File: config.mk
export PLATFORM = sky130hd
export DESIGN_NAME = drive_arbiter_flat
export DESIGN_NICKNAME = d
export VERILOG_FILES = /design/src/rtl/drive_arbiter_if.sv /design/src/rtl/drive_arbiter.sv /design/src/flat_wrapper.sv
export SDC_FILE = /design/constraint.sdc
export NUM_CORES = 1
export LEC_CHECK = 0
export ABC_AREA = 1
export BUFFER_PORTS_ARGS = -buffer_cell sky130_fd_sc_hd__buf_2
export CELL_PAD_IN_SITES_DETAIL_PLACEMENT = 1
export CELL_PAD_IN_SITES_GLOBAL_PLACEMENT = 1
export CORE_AREA = 3 3 105 107
export DETAILED_ROUTE_END_ITERATION = 7
export DIE_AREA = 0 0 108 110
export GPL_ROUTABILITY_DRIVEN = 0
export PLACE_DENSITY_LB_ADDON = 0.1
export REMOVE_ABC_BUFFERS = 1
export SLEW_MARGIN = 20
export SYNTH_ARGS = -nofsm -noshare
export SYNTH_HDL_FRONTEND = slang
export SYNTH_SLANG_ARGS = --single-unit
File: constraint.sdc
create_clock -name CLOCK_50 -period 7.1 [get_ports CLOCK_50]
set_clock_uncertainty 0.05 [all_clocks]
set_input_delay 0 -clock CLOCK_50 [delete_from_list [all_inputs] [get_ports CLOCK_50]]
set_output_delay 0 -clock CLOCK_50 [all_outputs]
set_load 0.02 [all_outputs]
File: src/rtl/drive_arbiter_if.sv
// Requester/motor bus of the drive arbiter: mode, IR and camera commands in,
// per-wheel PWM duty and direction plus grant/busy status out.
interface drive_arbiter_if;
    logic [1:0] mode;
    logic       ir_valid;
    logic [2:0] ir_cmd;
    logic       cam_valid;
    logic [2:0] cam_cmd;
    logic [1:0] gear;
    logic       estop;
    logic [7:0] duty_l;
    logic [7:0] duty_r;
    logic       dir_l;
    logic       dir_r;
    logic [1:0] grant;
    logic       busy;

    modport slave (
        input  mode, ir_valid, ir_cmd, cam_valid, cam_cmd, gear, estop,
        output duty_l, duty_r, dir_l, dir_r, grant, busy
    );
    modport master (
        output mode, ir_valid, ir_cmd, cam_valid, cam_cmd, gear, estop,
        input  duty_l, duty_r, dir_l, dir_r, grant, busy
    );
endinterface

File: src/rtl/drive_arbiter.sv
// Chooses IR or camera as the motor requester, turns its latched command into
// per-wheel duty/direction targets and ramps the PWM duty toward them safely.
module drive_arbiter #(
    parameter int RAMP_DIV  = 4,
    parameter int RAMP_STEP = 16,
    parameter int TIMEOUT   = 1000
) (
    input  logic           CLOCK_50,
    input  logic           reset,
    drive_arbiter_if.slave bus
);
    localparam int DIV_W = (RAMP_DIV > 1) ? $clog2(RAMP_DIV) : 1;
    localparam int WD_W  = $clog2(TIMEOUT + 1);

    localparam logic [DIV_W-1:0] DIV_LAST = DIV_W'(RAMP_DIV - 1);
    localparam logic [WD_W-1:0]  WD_MAX   = WD_W'(TIMEOUT);
    localparam logic [WD_W-1:0]  WD_LAST  = WD_W'(TIMEOUT - 1);
    localparam logic [7:0]       STEP8    = 8'(RAMP_STEP);

    localparam logic [1:0] SRC_NONE = 2'd0;
    localparam logic [1:0] SRC_CAM  = 2'd1;
    localparam logic [1:0] SRC_IR   = 2'd2;

    localparam logic [2:0] C_STOP   = 3'd0;
    localparam logic [2:0] C_FWD    = 3'd1;
    localparam logic [2:0] C_SPIN_L = 3'd2;
    localparam logic [2:0] C_SPIN_R = 3'd3;
    localparam logic [2:0] C_ARC_L  = 3'd4;
    localparam logic [2:0] C_ARC_R  = 3'd5;
    localparam logic [2:0] C_REV    = 3'd6;

    typedef enum logic [1:0] {S_IDLE, S_RUN, S_SWITCH, S_ESTOP} state_e;

    state_e            state_q, state_d;
    logic [1:0]        src_q, src_d;
    logic [2:0]        cmd_q, cmd_d;
    logic [WD_W-1:0]   wd_q, wd_d;
    logic              seen_q, seen_d;
    logic [DIV_W-1:0]  div_q;
    logic              tick;

    // Wheel index 0 is left, 1 is right.
    logic [1:0][7:0]   duty_q, duty_d, tgt_duty, eff, mag, stp;
    logic [1:0]        dir_q, dir_d, tgt_dir;

    logic [1:0]        mode_eff;
    logic              acc_valid;
    logic [2:0]        acc_cmd;
    logic              sel_stop;
    logic [7:0]        speed, half;

    function automatic logic is_stop(input logic [2:0] c);
        return (c == 3'd0) || (c == 3'd7);
    endfunction

    assign mode_eff  = (bus.mode == 2'd3) ? SRC_NONE : bus.mode;
    assign acc_valid = ((src_q == SRC_CAM) && bus.cam_valid) ||
                       ((src_q == SRC_IR)  && bus.ir_valid);
    assign acc_cmd   = (src_q == SRC_IR) ? bus.ir_cmd : bus.cam_cmd;
    // ESTOP release listens to whichever source the mode currently selects.
    assign sel_stop  = ((mode_eff == SRC_IR)  && bus.ir_valid  && is_stop(bus.ir_cmd)) ||
                       ((mode_eff == SRC_CAM) && bus.cam_valid && is_stop(bus.cam_cmd));
    assign tick      = (div_q == DIV_LAST);
    assign speed     = {bus.gear, 6'h3f};
    assign half      = {1'b0, bus.gear, 5'h1f};

    always_comb begin
        tgt_duty = '0;
        tgt_dir  = dir_q;
        if (state_q == S_RUN) begin
            case (cmd_q)
                C_FWD:    begin tgt_duty[0] = speed; tgt_duty[1] = speed; tgt_dir = 2'b11; end
                C_REV:    begin tgt_duty[0] = speed; tgt_duty[1] = speed; tgt_dir = 2'b00; end
                C_SPIN_L: begin tgt_duty[0] = speed; tgt_duty[1] = speed; tgt_dir = 2'b10; end
                C_SPIN_R: begin tgt_duty[0] = speed; tgt_duty[1] = speed; tgt_dir = 2'b01; end
                C_ARC_L:  begin tgt_duty[0] = half;  tgt_duty[1] = speed; tgt_dir = 2'b11; end
                C_ARC_R:  begin tgt_duty[0] = speed; tgt_duty[1] = half;  tgt_dir = 2'b11; end
                default:  ;
            endcase
        end
    end

    always_comb begin
        state_d = state_q;
        src_d   = src_q;
        cmd_d   = cmd_q;
        wd_d    = '0;
        seen_d  = 1'b0;
        case (state_q)
            S_IDLE: begin
                if (mode_eff != SRC_NONE) begin
                    state_d = S_RUN;
                    src_d   = mode_eff;
                    cmd_d   = C_STOP;
                end
            end
            S_RUN: begin
                wd_d = wd_q;
                if (acc_valid) begin
                    cmd_d = acc_cmd;
                    wd_d  = '0;
                end else if (wd_q != WD_MAX) begin
                    wd_d = wd_q + 1'b1;
                    if (wd_q == WD_LAST) cmd_d = C_STOP;
                end
                if (bus.estop)                state_d = S_ESTOP;
                else if (mode_eff != src_q)   state_d = S_SWITCH;
            end
            S_SWITCH: begin
                if (bus.estop)                state_d = S_ESTOP;
                else if (duty_q == '0)        state_d = S_IDLE;
            end
            S_ESTOP: begin
                cmd_d  = C_STOP;
                seen_d = !bus.estop && (seen_q || sel_stop);
                if (!bus.estop && (seen_q || sel_stop)) state_d = S_IDLE;
            end
            default: state_d = S_IDLE;
        endcase
    end

    // A wheel whose direction must flip first ramps to zero, flips there,
    // and only climbs again on a later tick.
    always_comb begin
        eff    = '0;
        mag    = '0;
        stp    = '0;
        duty_d = duty_q;
        dir_d  = dir_q;
        for (int w = 0; w < 2; w++) begin
            eff[w] = (tgt_dir[w] != dir_q[w]) ? 8'd0 : tgt_duty[w];
            mag[w] = (eff[w] > duty_q[w]) ? eff[w] - duty_q[w] : duty_q[w] - eff[w];
            stp[w] = (mag[w] > STEP8) ? STEP8 : mag[w];
            if (state_d == S_ESTOP)
                duty_d[w] = '0;
            else if (tick)
                duty_d[w] = (eff[w] > duty_q[w]) ? duty_q[w] + stp[w] : duty_q[w] - stp[w];
            if ((duty_q[w] == '0) && (tgt_dir[w] != dir_q[w]))
                dir_d[w] = tgt_dir[w];
        end
    end

    always_ff @(posedge CLOCK_50) begin
        if (reset) begin
            state_q <= S_IDLE;
            src_q   <= SRC_NONE;
            cmd_q   <= C_STOP;
            wd_q    <= '0;
            seen_q  <= 1'b0;
            div_q   <= '0;
            duty_q  <= '0;
            dir_q   <= 2'b11;
        end else begin
            state_q <= state_d;
            src_q   <= src_d;
            cmd_q   <= cmd_d;
            wd_q    <= wd_d;
            seen_q  <= seen_d;
            div_q   <= tick ? '0 : div_q + 1'b1;
            duty_q  <= duty_d;
            dir_q   <= dir_d;
        end
    end

    assign bus.duty_l = duty_q[0];
    assign bus.duty_r = duty_q[1];
    assign bus.dir_l  = dir_q[0];
    assign bus.dir_r  = dir_q[1];
    assign bus.grant  = (state_q == S_RUN) ? src_q : SRC_NONE;
    assign bus.busy   = (state_q == S_SWITCH) || (state_q == S_ESTOP);
endmodule
File: src/flat_wrapper.sv
// flat-port wrapper written by rule: the top's interface ports become plain ports
module drive_arbiter_flat 
#(
    parameter int RAMP_DIV  = 4,
    parameter int RAMP_STEP = 16,
    parameter int TIMEOUT   = 1000
)
  (CLOCK_50, reset, bus_mode, bus_ir_valid, bus_ir_cmd, bus_cam_valid, bus_cam_cmd, bus_gear, bus_estop, bus_duty_l, bus_duty_r, bus_dir_l, bus_dir_r, bus_grant, bus_busy);
  drive_arbiter_if bus_i ();
  input  logic CLOCK_50;
  input  logic reset;
  input wire logic [$bits(bus_i.mode)-1:0] bus_mode;
  input wire logic [$bits(bus_i.ir_valid)-1:0] bus_ir_valid;
  input wire logic [$bits(bus_i.ir_cmd)-1:0] bus_ir_cmd;
  input wire logic [$bits(bus_i.cam_valid)-1:0] bus_cam_valid;
  input wire logic [$bits(bus_i.cam_cmd)-1:0] bus_cam_cmd;
  input wire logic [$bits(bus_i.gear)-1:0] bus_gear;
  input wire logic [$bits(bus_i.estop)-1:0] bus_estop;
  output wire logic [$bits(bus_i.duty_l)-1:0] bus_duty_l;
  output wire logic [$bits(bus_i.duty_r)-1:0] bus_duty_r;
  output wire logic [$bits(bus_i.dir_l)-1:0] bus_dir_l;
  output wire logic [$bits(bus_i.dir_r)-1:0] bus_dir_r;
  output wire logic [$bits(bus_i.grant)-1:0] bus_grant;
  output wire logic [$bits(bus_i.busy)-1:0] bus_busy;
  assign bus_i.mode = bus_mode;
  assign bus_i.ir_valid = bus_ir_valid;
  assign bus_i.ir_cmd = bus_ir_cmd;
  assign bus_i.cam_valid = bus_cam_valid;
  assign bus_i.cam_cmd = bus_cam_cmd;
  assign bus_i.gear = bus_gear;
  assign bus_i.estop = bus_estop;
  assign bus_duty_l = bus_i.duty_l;
  assign bus_duty_r = bus_i.duty_r;
  assign bus_dir_l = bus_i.dir_l;
  assign bus_dir_r = bus_i.dir_r;
  assign bus_grant = bus_i.grant;
  assign bus_busy = bus_i.busy;
  drive_arbiter #(.RAMP_DIV(RAMP_DIV), .RAMP_STEP(RAMP_STEP), .TIMEOUT(TIMEOUT)) u_core (.CLOCK_50(CLOCK_50), .reset(reset), .bus(bus_i));
endmodule
# After elaboration in Yosys (flattened, before gate mapping)
# Cells that the tools add are included.
# totals
reg_bits,38
inputBits,15
out_inout_bits,21
wordCells,111
# op_classes
n_addsub,10
order_cmp,4
eq_ne,26
mux,27
bitwise_logic,2
reduce_logical,32
# ops
operator,count
8-bit 2-to-1 mux,8
16-bit case mux with 3 select lines,1
8-bit subtractor,6
2-bit 2-to-1 mux,9
8-bit adder,2
8-bit by 5-bit greater-than comparator with 1-bit output (second input constant),2
8-bit greater-than comparator,2
16-bit logical NOT,1
8-bit logical NOT,2
16-bit 2-to-1 mux,1
2-bit case mux with 4 select lines,2
3-bit == test (second input constant),5
3-bit 2-to-1 mux,5
2-bit == test (second input constant),7
10-bit by 1-bit adder with 10-bit output (second input constant),1
10-bit == test (second input constant),1
10-bit inequality test (second input constant),1
1-bit logical AND,9
3-bit case mux with 3 select lines,1
2-bit by 1-bit == test with 1-bit output (second input constant),3
3-bit by 2-bit == test with 1-bit output (second input constant),2
3-bit logical NOT,2
1-bit logical OR,6
3-bit by 1-bit inequality test with 1-bit output (second input constant),2
15 further kinds,20

# Longest topological paths before layout
# Gate-level depths: netlist (run 1).
# logic_depth
ltp_word,12
depth_mapped,45
mapped_depth_nobuf,44

# Worst setup path before layout (run 1)
# OpenSTA, ideal clock, no wires.
# synth_timing
path_kind,reg-to-reg
from,register u_core.state_q[1]
to,register u_core.duty_q (netlist bit u_core.bus.duty_l[7])
setup_ns,0.115
t_arrival_ns,5.008
required_time_ns,6.935
path_slack_ns,1.927
path_stages_with_launch,38
n_path_buf,2
synth_period_minus_slack_ns,5.173
cell_sequence,dfxtp_1 -> inv_2 -> nand3_2 -> nor2_1 -> nor2_1 -> a21oi_1 -> nor2_1 -> inv_1 -> nor2_1 -> ha_1 -> clkbuf_2 -> nand2_1 -> nor2_1 -> nand2_1 -> nand3_1 -> nand2_1 -> buf_1 -> nand2_1 -> [... 2 more ...] -> nor2_1 -> inv_1 -> ha_1 -> o21ai_0 -> ha_1 -> nand3_1 -> nand2_1 -> a21oi_1 -> o21ai_0 -> and2_1 -> nor2_1 -> nor2_1 -> nor2_1 -> nand3_1 -> nand2_1 -> inv_1 -> a21oi_1 -> nor2_1
# synth_via
elab_chain_cells,10
word_cells_on_any_way,26
cone_classes,4 x add/sub; 2 x order compare; 5 x eq/ne; 13 x mux; 2 x reduce/logical
# synth_lines
item,line,source
start: declaration,drive_arbiter.sv:34,"state_e state_q, state_d;"
start signal: assignment,drive_arbiter.sv:154,state_q <= state_d;
2-bit by 1-bit == test with 1-bit output,"drive_arbiter.sv:70, drive_arbiter.sv:89",
2-bit 2-to-1 mux,drive_arbiter.sv:70,if (state_q == S_RUN) begin
1-bit inequality test,drive_arbiter.sv:131,eff[w] = (tgt_dir[w] != dir_q[w]) ? 8'd0 : tgt_duty[w];
8-bit 2-to-1 mux,drive_arbiter.sv:131,
8-bit subtractor / 8-bit greater-than comparator (equally long branches),"drive_arbiter.sv:132, drive_arbiter.sv:137",
8-bit 2-to-1 mux,drive_arbiter.sv:132,mag[w] = (eff[w] > duty_q[w]) ? eff[w] - duty_q[w] : duty_q[w] - eff[w];
8-bit by 5-bit greater-than comparator with 1-bit output,drive_arbiter.sv:133,stp[w] = (mag[w] > STEP8) ? STEP8 : mag[w];
8-bit 2-to-1 mux,drive_arbiter.sv:133,
8-bit subtractor / 8-bit adder (equally long branches),drive_arbiter.sv:137,duty_d[w] = (eff[w] > duty_q[w]) ? duty_q[w] + stp[w] : duty_q[w] - stp[w];
8-bit 2-to-1 mux,drive_arbiter.sv:137,
end signal: assignment,drive_arbiter.sv:160,duty_q <= duty_d;
end: declaration,drive_arbiter.sv:43,"logic [1:0][7:0] duty_q, duty_d, tgt_duty, eff, mag, stp;"
# Parallel ways exist; a longest one is shown, timed or not.
# A chain may end at the register's enable or synchronous reset.

# Worst setup path in the final report (run 1)
# layout_timing
from,register u_core.cmd_q[0]
to,register u_core.duty_q (netlist bit u_core.bus.duty_l[7])
# layout_via
elab_chain_cells,12
word_cells_on_any_way,23
cone_classes,4 x add/sub; 2 x order compare; 7 x eq/ne; 8 x mux; 2 x reduce/logical
# layout_lines
item,line,source
start: declaration,drive_arbiter.sv:36,"logic [2:0] cmd_q, cmd_d;"
start signal: assignment,drive_arbiter.sv:156,cmd_q <= cmd_d;
3-bit by 1-bit == test with 1-bit output / 3-bit == test (equally long branches),drive_arbiter.sv:71,case (cmd_q)
3-bit OR reduction (no line),-,
2-bit case mux with 4 select lines,drive_arbiter.sv:71,
2-bit 2-to-1 mux,drive_arbiter.sv:70,
1-bit inequality test,drive_arbiter.sv:131,
8-bit 2-to-1 mux *,drive_arbiter.sv:131,
8-bit subtractor / 8-bit greater-than comparator (equally long branches),"drive_arbiter.sv:132, drive_arbiter.sv:137",
8-bit 2-to-1 mux,drive_arbiter.sv:132,
8-bit by 5-bit greater-than comparator with 1-bit output,drive_arbiter.sv:133,
8-bit 2-to-1 mux,drive_arbiter.sv:133,
8-bit subtractor / 8-bit adder (equally long branches),drive_arbiter.sv:137,
8-bit 2-to-1 mux *,drive_arbiter.sv:137,
# Every way passes the cells marked *; elsewhere a longest branch is shown, timed or not.

==> results_dict.tcl, run 1 <==
set metrics [dict create \
    root_buffer "clkbuf_8" \
    crit_start "u_core.cmd_q[0]" \
    drv_slew 0 \
    avgSynthCellArea_um2 6.65 \
    reg2reg_depth 37 \
    cts_buffer_depth 2 \
    h-tree-depth 2 \
    p_per_area_nw_per_um2 522 \
    critPathMaxStageDelay_ns 0.50 \
    crit_end "u_core.bus.duty_l[7]" \
    fin_crit_sh 0.867 \
    critical_path.startpoint_type "register" \
    min_period_ns 6.15 \
    synth_top_family_by_area "simple AND/OR/NAND/NOR gates" \
    leakagePower_uw 0.00242 \
    r2r_end "u_core.bus.duty_l[7]" \
    cts-buffers-inserted 5 \
    die_h_um 110 \
    n_fill_cell 1386 \
    wirelength_um 12700 \
    internal_power_uw 1040 \
    synth_enable_flop_cells 0 \
    yosysTopAreaCellShare 0.173 \
    ant_nets 0 \
    multi_input_area_um2 3150 \
    seq_area_frac_synth 0.173 \
    status "completed" \
    ys_top_cells_by_area "dfxtp_1, ha_1, nand2_1" \
    hold_class "input pin to register" \
    chipWidth_um 108 \
    vias 4353 \
    fmax_ghz 0.162 \
    area_delta_synth_final_pct 8.86 \
    grt_pass1_vias 4514 \
    layout-drive-gt1-share 0.123 \
    path_class "register to register" \
    rows 37 \
    grtUsageTotal 0.219 \
    overflow 0 \
    seqCellArea_um2 761 \
    core_um2 10200 \
    maxCapViolations 0 \
    postLayoutSetupSlackWorst_ns 0.946 \
    grt_pass1_wl_um 21100 \
    pin_count 36 \
    crit_cells 37 \
    clkPwrFrac 0.061 \
    synth_simple_gate_area_share 0.320 \
    dp_hpwl_um 10700 \
    fin_area_um2 4800 \
    worstMarginPinSlew_ns 0.652 \
    swShare 0.584 \
    vdd_drop_max_mv 0.259 \
    fin_tns_setup_ns 0 \
    ys_seq_elements 38 \
    post-synth-top-area-cell "dfxtp_1" \
    syn_area_um2 4410 \
    cts_tree "built" \
    hold_viol 0 \
    cp.arrival_ns 6.29 \
    synth_xor_area_frac 0.0596 \
    final_cell_mix "nand2_1, inv_1, nor2_1" \
    synth_compound_area_frac 0.161 \
    r2r_start "u_core.cmd_q[0]" \
    crit_top_cell "nand2_1" \
    cp_top_family "simple AND/OR/NAND/NOR gates" \
    dpl_cell_area_um2 4690 \
    synth_fa_ha_area_frac 0.168 \
    critical_path.max_fanout 12 \
    grt_max_degree 22 \
    path_buf_inv 5 \
    post_drt_wl_per_cell_um 15.3 \
    syn-instance-count 662 \
    finalSetupViolCount 0 \
    mostFrequentLayoutCell "nand2_1" \
    ys_types 53 \
    port_buffers 35 \
    required_ns 7.23 \
    first_pass_iters 4 \
    grt_setup_unrepaired "no" \
    relSlewSlack 0.565 \
    combPwrFrac 0.822 \
    dieArea_um2 11900 \
    yosysWarnings 0 \
    power_switching_uw 1460 \
    cp_slowest_cell "dfxtp_1" \
    post-cts-setup-buffers 0 \
    synth_top_flop_cell "dfxtp_1" \
    crit_path_end_kind "register" \
    ys_async_sr_fraction 0 \
    drt_first_iter_violations 181 \
    clock_latency_ns 0.29 \
    power_frac_seq 0.117 \
    r2r_slack_ns 0.95 \
    viasPerCell 5.26 \
    pre_cts_ws_ns 0.742 \
    cts_sinks 38 \
    grt_antenna_before_repair 0 \
    synth.area.mux_share 0.00710 \
    hold_slack_ns 0.0869 \
    nNetsFinal 764 \
    clkTransAtPathRegs_ns 0.08 \
    start_util 0.431 \
    antennaDiodeCount 0 \
    drc 0 \
]
## state kept, by name, indices dropped and copies added, names as in the netlist
signal	flops
u_core.bus.duty_r	8
u_core.seen_q	1
u_core.dir_q	2
u_core.wd_q	10
u_core.src_q	2
u_core.cmd_q	3
u_core.div_q	2
u_core.bus.duty_l	8
u_core.state_q	2
## metal layers
| metal | vias up | track usage | part of all wire | wire length, um |
|---|---|---|---|---|
| met5 | - | 0 | 0 | 0 |
| met4 | 0 | 0.0406 | 0.013 | 159 |
| met3 | 15 | 0.0262 | 0.032 | 410 |
| met2 | 61 | 0.403 | 0.49 | 6200 |
| met1 | 2063 | 0.277 | 0.47 | 5920 |
| li1 | 2214 | - | - | - |
## worst register-to-register path, delay by kind of cell (launching register included)
family / cells / cell delay (ns)
AOI/OAI and AO/OA: 6 / 0.91
buffers and inverters: 5 / 0.83
DFF: 1 / 0.50
adders and majority gates: 3 / 0.90
and+or+nand+nor: 22 / 2.70
xor gates and xnor gates: 1 / 0.14
## power groups by stage
stage          Combinational [uW]  Sequential [uW]  Clock [uW]
6_report                     2060              292         152
5_1_grt                      2320              298         166
4_1_cts                      2080              293         155
3_5_place_dp                 2060              298           0
3_3_place_gp                 1950              294           0
2_1_floorplan                1570              305           0
## synth_stat cells, drive strengths merged (4+ instances only)
master / count
nand4: 13
o21ai: 33
nor3: 8
xnor2: 7
fa: 5
buf: 5
a211oi: 16
dfxtp: 38
clkbuf: 9
o221ai: 4
nand2: 148
inv: 114
nand3: 32
xor2: 23
a21oi: 47
nor3b: 4
nor2: 75
ha: 51
## area by class of cell
cell class,count,area share
multi-input combinational,496,0.657
sequential,38,0.159
inverter,114,0.0892
timing repair buffer,38,0.0423
tap,136,0.0355
clock buffer,6,0.0172
## worst min-delay path by stage
stage	from	to	slack, ns	depth (start not counted)
2_1_floorplan	reset	u_core.cmd_q[0]	0.02	1
3_3_place_gp	bus_estop	u_core.seen_q	0.25	4
3_5_place_dp	bus_estop	u_core.seen_q	0.27	4
4_1_cts	bus_cam_cmd[1]	u_core.cmd_q[1]	0.1	5
5_1_grt	bus_cam_cmd[1]	u_core.cmd_q[1]	0.11	5
6_report	bus_cam_cmd[1]	u_core.cmd_q[1]	0.09	5
## metrics by stage
step | total power [uW] | util | cells
after floorplan | 1870 | - | 648
after CTS | 2520 | 0.469 | 828
after global placement | 2250 | 0.458 | 820
final | 2500 | 0.469 | 828
after global routing | 2790 | 0.469 | 828
after detailed placement | 2360 | 0.458 | 820
## logic make-up (layout without fill, tap and decap cells)
family,after synthesis,count (layout)
compound gates,118,118
xor+xnor,30,30
fa+ha+maj,56,56
buf+inv,128,158
flops,38,38
mux,3,3
simple gates,289,289
## repair_timing
| item | CTS | global route |
|---|---|---|
| hold buffers | 2 | 0 |
| setup endpoints to repair | 0 | 1 |
| gates resized for setup | 0 | 1 |
| endpoints found under the hold margin | 6 | 0 |
Note: power is estimated with default switching activity, not from simulation.
==> run 2: changes to the inputs <==
- CORE_AREA: 3 3 105 107 -> 3 3 86 129
- DIE_AREA: 0 0 108 110 -> 0 0 89 132
==> run 2 against run 1 <==
Via count rose by 2.4%. Worst hold slack improved by 0.051 ns. Sequential share of layout area fell by 0.13 points. Critical path type unchanged. Highest routed layer unchanged. Critical path depth did not move. Largest power group unchanged. Critical endpoint unchanged. Combinational power barely moved.
==> results_dict.tcl, run 2 (same netlist as run 1, synthesis figures left out) <==
set metrics [dict create \
    grt_max_degree 22 \
    maxCapViolations 0 \
    drt_first_iter_violations 140 \
    first_pass_iters 4 \
    r2r_end "u_core.bus.duty_l[7]" \
    viasPerCell 5.50 \
    clock_latency_ns 0.29 \
    clkTransAtPathRegs_ns 0.06 \
    cp.arrival_ns 6.54 \
    die_h_um 132 \
    required_ns 7.23 \
    r2r_start "u_core.cmd_q[0]" \
    crit_path_end_kind "register" \
    leakagePower_uw 0.00245 \
    cts-buffers-inserted 5 \
    dp_hpwl_um 10700 \
    cp_slowest_cell "dfxtp_1" \
    chipWidth_um 89 \
    fin_tns_setup_ns 0 \
    grt_antenna_before_repair 0 \
    crit_top_cell "nor2_1" \
    grt_pass1_wl_um 21600 \
    post-cts-setup-buffers 0 \
    root_buffer "clkbuf_16" \
    nNetsFinal 764 \
    fin_area_um2 4830 \
    vdd_drop_max_mv 0.338 \
    cts_buffer_depth 2 \
    status "completed" \
    ant_nets 0 \
    post_drt_wl_per_cell_um 15.9 \
    min_period_ns 6.41 \
    layout-drive-gt1-share 0.122 \
    cts_tree "built" \
    grt_setup_unrepaired "no" \
    relSlewSlack 0.579 \
    top_register "u_core.wd_q" \
    critical_path.startpoint_type "register" \
    hold_slack_ns 0.138 \
    dieArea_um2 11700 \
    rows 45 \
    largest_register_ffs 10 \
    critical_path.max_fanout 12 \
    min-delay-start "bus_ir_valid" \
    core_um2 10100 \
    p_per_area_nw_per_um2 528 \
    mostFrequentLayoutCell "nand2_1" \
    path_class "register to register" \
    hold_viol 0 \
    critPathMaxStageDelay_ns 0.49 \
    port_buffers 35 \
    worstMarginPinSlew_ns 0.631 \
    finalSetupViolCount 0 \
    vias 4457 \
    grt_pass1_vias 4599 \
    wirelength_um 12900 \
    hold_class "input pin to register" \
    drc 0 \
    overflow 0 \
    whs_endpoint "u_core.seen_q" \
    grtUsageTotal 0.229 \
    pin_count 36 \
    fin_crit_sh 0.903 \
    cts_sinks 38 \
    drv_slew 0 \
    antennaDiodeCount 0 \
    n_fill_cell 1357 \
    start_util 0.437 \
    h-tree-depth 2 \
    area_delta_synth_final_pct 9.74 \
    final_cell_mix "nand2_1, inv_1, nor2_1" \
    hold_path_depth 5 \
    dpl_cell_area_um2 4670 \
    r2r_slack_ns 0.69 \
    reg2reg_depth 37 \
    fmax_ghz 0.156 \
]
==> run 2: changes by cell type in the layout (fill, tap and decap cells not counted) <==
cell       before  now
nor2_2          2    1
clkbuf_1        0    1
clkbuf_16       0    5
clkbuf_8        6    1
clkinv_2        0    1
nor2_1         68   69
==> run 2: worst max-delay path by stage <==
stage | cells past startpoint | startpoint | to
floorplan | 38 | u_core.state_q[1] | u_core.bus.duty_l[7]
global placement | 37 | u_core.state_q[1] | u_core.bus.duty_l[7]
detailed placement | 37 | u_core.cmd_q[0] | u_core.bus.duty_l[7]
CTS | 37 | u_core.cmd_q[0] | u_core.bus.duty_l[7]
global route | 37 | u_core.cmd_q[0] | u_core.bus.duty_l[7]
finish | 37 | u_core.cmd_q[0] | u_core.bus.duty_l[7]
==> run 2: power breakdown <==
part	total, uW	internal, uW	leakage [uW]	switching [uW]
Sequential	293	243	0.000308	50.3
Clock	228	139	0.0000739	88.5
Combinational	2030	719	0.00207	1310
Total	2550	1100	0.00245	1450
==> run 2: layout make-up <==
type | count | area, um^2 | share of cell area
multi-input cells | 496 | 3150 | 0.651
flip-flops and latches | 38 | 761 | 0.157
inverters | 114 | 428 | 0.0885
repair buffers | 38 | 203 | 0.0419
well taps | 117 | 146 | 0.0303
clock buffers | 7 | 143 | 0.0295
clock inverters | 1 | 5.00 | 0.00104
==> run 2: what timing repair did <==
item	in CTS	in global routing
gates resized for setup	0	0
endpoints found under the hold margin	3	0
hold buffers	2	0
==> run 2: per-layer routing <==
layer / vias up / share of wire / GRT usage
met1: 2138 / 0.40 / 0.260
li1: 2217 / - / -
met3: 34 / 0.019 / 0.0219
met5: - / 0 / 0
met4: 0 / 0.044 / 0.107
met2: 68 / 0.53 / 0.414
==> run 2: worst max-delay path: cells and delay by family, from the launching register on <==
family                     cells  cell delay, ns
DFF                            1            0.49
adders and majority gates      3            0.86
AOI/OAI and AO/OA              6            0.94
xor gates and xnor gates       1            0.13
and+or+nand+nor               22            3.03
buffers and inverters          5            0.80
==> run 2: metrics by stage <==
step | setup WS, ns | total power, uW | std cells | utilization
floorplan | 1.66 | 1870 | 648 | -
global placement | 1.18 | 2270 | 801 | 0.463
detailed placement | 0.695 | 2340 | 801 | 0.463
CTS | 0.668 | 2580 | 811 | 0.480
global route | 0.0440 | 2850 | 811 | 0.480
finish | 0.691 | 2550 | 811 | 0.480
